**src/rtl/spi_tx_arbiter.sv**
```systemverilog
// Round-robin sequencer sharing one SPI transmit engine between NUM_REQ
// requesters. Latches the winner's word and edge shape, holds the engine
// enable for the frame, acknowledges on engine ready or watchdog timeout,
// then enforces an inter-frame gap with the engine held in reset.
module spi_tx_arbiter #(
  parameter int unsigned NUM_REQ        = 4,
  parameter int unsigned DATASIZE       = 16,
  parameter int unsigned GAP_CYCLES     = 4,
  parameter int unsigned TIMEOUT_CYCLES = 64
) (
  input  logic                         i_Clk,
  input  logic                         i_Rst_L,
  input  logic [NUM_REQ-1:0]           i_Req,
  input  logic [NUM_REQ*DATASIZE-1:0]  i_Data,
  input  logic [NUM_REQ-1:0]           i_EdgeShape,
  output logic [NUM_REQ-1:0]           o_Grant,
  output logic [NUM_REQ-1:0]           o_Ack,
  output logic                         o_Error,
  output logic                         o_Busy,
  output logic                         o_Spi_Enable,
  output logic [DATASIZE-1:0]          o_Spi_Data,
  output logic                         o_Spi_EdgeShape,
  input  logic                         i_Spi_Ready
);

  localparam int unsigned PW = $clog2(NUM_REQ);
  localparam int unsigned TW = $clog2(TIMEOUT_CYCLES) + 1;
  localparam int unsigned GW = $clog2(GAP_CYCLES) + 1;

  localparam logic [TW-1:0] TO_LAST  = TW'(TIMEOUT_CYCLES - 1);
  localparam logic [GW-1:0] GAP_LAST = GW'(GAP_CYCLES - 1);

  localparam logic [1:0] ST_IDLE = 2'd0;
  localparam logic [1:0] ST_BUSY = 2'd1;
  localparam logic [1:0] ST_GAP  = 2'd2;

  logic [1:0]          state;
  logic [PW-1:0]       last;
  logic [TW-1:0]       to_cnt;
  logic [GW-1:0]       gap_cnt;

  logic                win_found;
  logic [PW-1:0]       win_idx;
  logic [NUM_REQ-1:0]  win_onehot;
  logic [DATASIZE-1:0] win_data;
  logic                win_shape;

  // Round-robin pick: first pending request at last+1, last+2, ... (mod NUM_REQ).
  // Nested constant loops keep every index static, so the scan unrolls into a
  // plain priority mux.
  always_comb begin
    win_found  = 1'b0;
    win_idx    = '0;
    win_onehot = '0;
    win_data   = '0;
    win_shape  = 1'b0;
    for (int unsigned i = 1; i <= NUM_REQ; i++) begin
      for (int unsigned k = 0; k < NUM_REQ; k++) begin
        if (!win_found && i_Req[k] && (k == (32'(last) + i) % NUM_REQ)) begin
          win_found     = 1'b1;
          win_idx       = PW'(k);
          win_onehot[k] = 1'b1;
          win_data      = i_Data[k*DATASIZE +: DATASIZE];
          win_shape     = i_EdgeShape[k];
        end
      end
    end
  end

  // Frame sequencer: IDLE arbitrates, BUSY waits for ready/timeout, GAP holds the engine in reset.
  always_ff @(posedge i_Clk) begin
    if (i_Rst_L) begin
      state           <= ST_IDLE;
      last            <= PW'(NUM_REQ - 1);
      to_cnt          <= '0;
      gap_cnt         <= '0;
      o_Grant         <= '0;
      o_Ack           <= '0;
      o_Error         <= 1'b0;
      o_Busy          <= 1'b0;
      o_Spi_Enable    <= 1'b0;
      o_Spi_Data      <= '0;
      o_Spi_EdgeShape <= 1'b0;
    end else begin
      o_Ack   <= '0;
      o_Error <= 1'b0;
      case (state)
        ST_IDLE: begin
          if (win_found) begin
            state           <= ST_BUSY;
            o_Busy          <= 1'b1;
            o_Grant         <= win_onehot;
            o_Spi_Data      <= win_data;
            o_Spi_EdgeShape <= win_shape;
            o_Spi_Enable    <= 1'b1;
            last            <= win_idx;
            to_cnt          <= '0;
          end
        end
        ST_BUSY: begin
          // Ready takes priority over a coincident timeout, so no error then.
          if (i_Spi_Ready || (to_cnt == TO_LAST)) begin
            state        <= ST_GAP;
            o_Ack        <= o_Grant;
            o_Error      <= ~i_Spi_Ready;
            o_Grant      <= '0;
            o_Spi_Enable <= 1'b0;
            gap_cnt      <= '0;
          end else begin
            to_cnt <= to_cnt + 1'b1;
          end
        end
        ST_GAP: begin
          // The ack cycle is gap cycle 0.
          if (gap_cnt == GAP_LAST) begin
            state  <= ST_IDLE;
            o_Busy <= 1'b0;
          end else begin
            gap_cnt <= gap_cnt + 1'b1;
          end
        end
        default: begin
          state        <= ST_IDLE;
          o_Busy       <= 1'b0;
          o_Grant      <= '0;
          o_Spi_Enable <= 1'b0;
        end
      endcase
    end
  end

endmodule

```
**config.mk**
```make
export PLATFORM = sky130hd
export DESIGN_NAME = spi_tx_arbiter
export DESIGN_NICKNAME = d
export VERILOG_FILES = /design/src/rtl/spi_tx_arbiter.sv
export SDC_FILE = /design/constraint.sdc
export NUM_CORES = 1
export LEC_CHECK = 0
export ABC_AREA = 1
export ABC_CLOCK_PERIOD_IN_PS = 5100
export BUFFER_PORTS_ARGS = -buffer_cell sky130_fd_sc_hd__buf_2
export CAP_MARGIN = 20
export CORE_MARGIN = 5
export CORE_UTILIZATION = 58
export DETAILED_ROUTE_END_ITERATION = 7
export PLACE_DENSITY_LB_ADDON = 0.12
export SETUP_SLACK_MARGIN = 0.5
export SLEW_MARGIN = 20
export SYNTH_ARGS = -nofsm -noshare
export SYNTH_HDL_FRONTEND = slang
export SYNTH_SLANG_ARGS = --single-unit
```
**constraint.sdc**
```tcl
create_clock -name i_Clk -period 5.1 [get_ports i_Clk]
set_input_delay 0 -clock i_Clk [delete_from_list [all_inputs] [get_ports i_Clk]]
set_output_delay 0 -clock i_Clk [all_outputs]
set_load 0.03 [all_outputs]
```
==> results.ini <==
[status]
status = complete, no violations

[yosys]
synthDistinctLibCells = 33
yosysWarnings = 0
yosysSeqAreaShare_pct = 18.57
syn_avg_cell_area_um2 = 5.140
synth-edff-count = 0
synth_nets = 959
synthArstFlopShare_pct = 0
ys_ff_latch = 42
netlist_instances = 881
syn_area_mm2 = 0.004528
synth_ff_type = dfxtp_1

[sta]
tightest_slew_ns = 1.023
rsz0062_at_grt = no
max_slew_margin_pct = 31.69
maxSlewViolCount = 0
timing_hold_violations_final = 0
fmax_mhz = 233.4
finClkSkew_ns = 0.007026
post-route-period-util_pct = 84.01
setup_violations = 0
layout_min_cycle_time_ns = 4.284
tns_ns = 0

[routing]
drc = 0
first_iter_violations = 717
vias_per_cell = 5.741
detail_route.first_pass.iterations = 8
wl_um = 16380
wire_per_inst_um = 15.47
via_count = 6080
ant_nets = 0

[flow_run]
drv_cap = 0

[critical_path]
end_kind = register
timing.rr.end = o_Spi_Data[4]
start_kind = register
critPathSlowestCell = nand3_2
crit_cells = 13
critPathRequiredTime_ns = 5.32
timing.critical_path.buf_inv = 0
cp_common_cell = nand2_1
critPathTopFamily = simple AND/OR/NAND/NOR gates
crit_fanout = 29
r2r_cells = 13
r2r_start = last[0]
path_class = register to register
cp_slowest_stage_delay_ns = 0.71
arrival_ns = 4.51
r2r_setup_slack_ns = 0.82
cp_cell_sequence = nor2_2, nand2_1, nand3_2, nor2_8, nand4_4, nor2_2, nand4_2, nor3_4, nand3_2, nor2_1, nor2_1, nand2_1, nand2_1

[power_and_ir_drop]
clock_power_share_pct = 19.0
switching_share_pct = 50.10
power.internal_w = 0.0008906
p_switching_w = 0.0008941
pwr-share-seq_pct = 23.8
p_leak_nw = 2.874
p_per_area_mw_per_mm2 = 345.3
peakVddDrop_v = 0.0001672
pwr-share-comb_pct = 57.1

[floorplanning]
ios = 103
fp-row-count = 32
die_x_um = 98.36
coreArea_mm2 = 0.007647
die_area_mm2 = 0.009674
initial_core_util_pct = 59.21
die_h_um = 98.36

[grt]
grt_usage_pct = 32.70
gr-total-overflow = 0
grt_pass1_vias = 5540
grt_max_degree = 30
grt_pass1_wl_um = 26540
antenna_found_initial = 0

[place]
io_buffers = 102
hpwlAfterDp_um = 11060
placedCellCount = 1049
gp_congestion = 0.9893

[cts]
htreeDepth = 2
clk_latency_ns = 0.31
cts_root_buffer = clkbuf_8
cts.path.max_buffers = 2
post_cts_buffers = 0
cts_made_buffers = 5
cts.sinks = 42
clk_pin_slew_worst_paths_ns = 0.10
tritoncts = yes

[finish]
areaGrowthSynthToFinish_pct = 14.15
nNetsFinal = 1034
fillers = 750
final_common_cell = nand2_1
diodes = 0
drive_above_1_share_pct = 14.42
final_cell_mix = nand2_1, nor2_1, nand3_1
stdcell_count = 1059

[hold_path]
hp-class = input port to register
hold_path_depth = 5
min_from = i_Data[50]
hold_end = o_Spi_Data[2]

## cell families after synthesis
family	Yosys count	synth area share (%)
compound gates	35	4.062
fa+ha+maj	3	0.8290
xor+xnor	2	0.3869
buf+inv	153	13.84
simple gates	646	62.31
flops	42	18.57
## metrics by stage
stage / cell area (um2) / utilization (%) / hold slack [ns] / worst slack, ns / total power, W
after floorplan: 4528 / - / 0.1760 / 2.898 / 0.001153
after global placement: 5010 / 65.51 / 0.2745 / 1.277 / 0.001395
after detailed placement: 5010 / 65.51 / 0.2866 / 1.034 / 0.001419
after CTS: 5157 / 67.44 / 0.05309 / 1.014 / 0.001750
after global routing: 5169 / 67.59 / 0.08095 / 0.5096 / 0.001901
final: 5169 / 67.59 / 0.04546 / 0.8156 / 0.001785
## timing repair
action	in CTS	in global routing
hold buffers	1	0
gates resized for setup	0	0
endpoints found under the hold margin	1	0
## flip-flops by register name, summed over array words and instances (netlist names)
signal and cells:
o_Spi_Enable 1, last 2, o_Ack 4, state 2
gap_cnt 3, o_Grant 4, o_Spi_EdgeShape 1, to_cnt 7
o_Busy 1, o_Spi_Data 16, o_Error 1
## area by class of cell
type	instances	area, um2	area share, %
Clock buffer	5	68.82	1.331
Clock inverter	3	68.82	1.331
Inverter	110	412.9	7.988
Multi-Input combinational cell	686	3065	59.31
Sequential cell	42	840.8	16.27
Tap cell	102	127.6	2.469
Timing Repair Buffer	111	584.3	11.30
## layer usage
| layer | wire, um | track usage [%] |
|---|---|---|
| met1 | 6434 | 43.49 |
| met2 | 7219 | 51.33 |
| met3 | 2127 | 5.929 |
| met4 | 603 | 14.81 |
| met5 | 0 | 0 |
## power by group through the flow
stage	logic [W]	registers [W]	clock network [W]
finish	0.00102	0.000426	0.000340
global route	0.00112	0.000433	0.000352
CTS	0.000992	0.000424	0.000335
detailed placement	0.000989	0.000430	0
global placement	0.000965	0.000430	0
floorplan	0.000639	0.000514	0
## synthesized netlist by cell type (2+ instances only)
master	n	share of area, %
nand3_1	149	16
inv_1	105	8.7
buf_2	15	1.7
xor2_1	2	0.39
nand4_1	32	4.4
nor2_1	193	16
o21ai_0	14	1.5
buf_6	4	0.99
clkbuf_1	20	1.7
nor3_1	4	0.44
dfxtp_1	42	19
clkinv_1	2	0.17
nor2_2	6	0.83
nand2_1	241	20
nand2_2	2	0.28
nand3_2	2	0.44
and2_1	9	1.2
inv_2	3	0.25
ha_1	3	0.83
and2_0	2	0.28
a21oi_1	17	1.9
buf_1	3	0.25
## worst max-delay path by stage
stage	slack [ns]	to	start
2_1_floorplan	2.90	o_Spi_Data[10]	last[1]
3_3_place_gp	1.28	o_Spi_Data[8]	last[0]
3_5_place_dp	1.03	o_Spi_Data[4]	last[0]
4_1_cts	1.01	o_Spi_Data[4]	last[0]
5_1_grt	0.51	o_Spi_Data[0]	last[0]
6_report	0.82	o_Spi_Data[4]	last[0]
## worst min-delay path, stage by stage
cell     delay (ns)
buf_2          0.10
nor2_1         0.04
nor2_1         0.09
nand2_1        0.06
nand2_1        0.04
(Power assumes the default switching activity.)
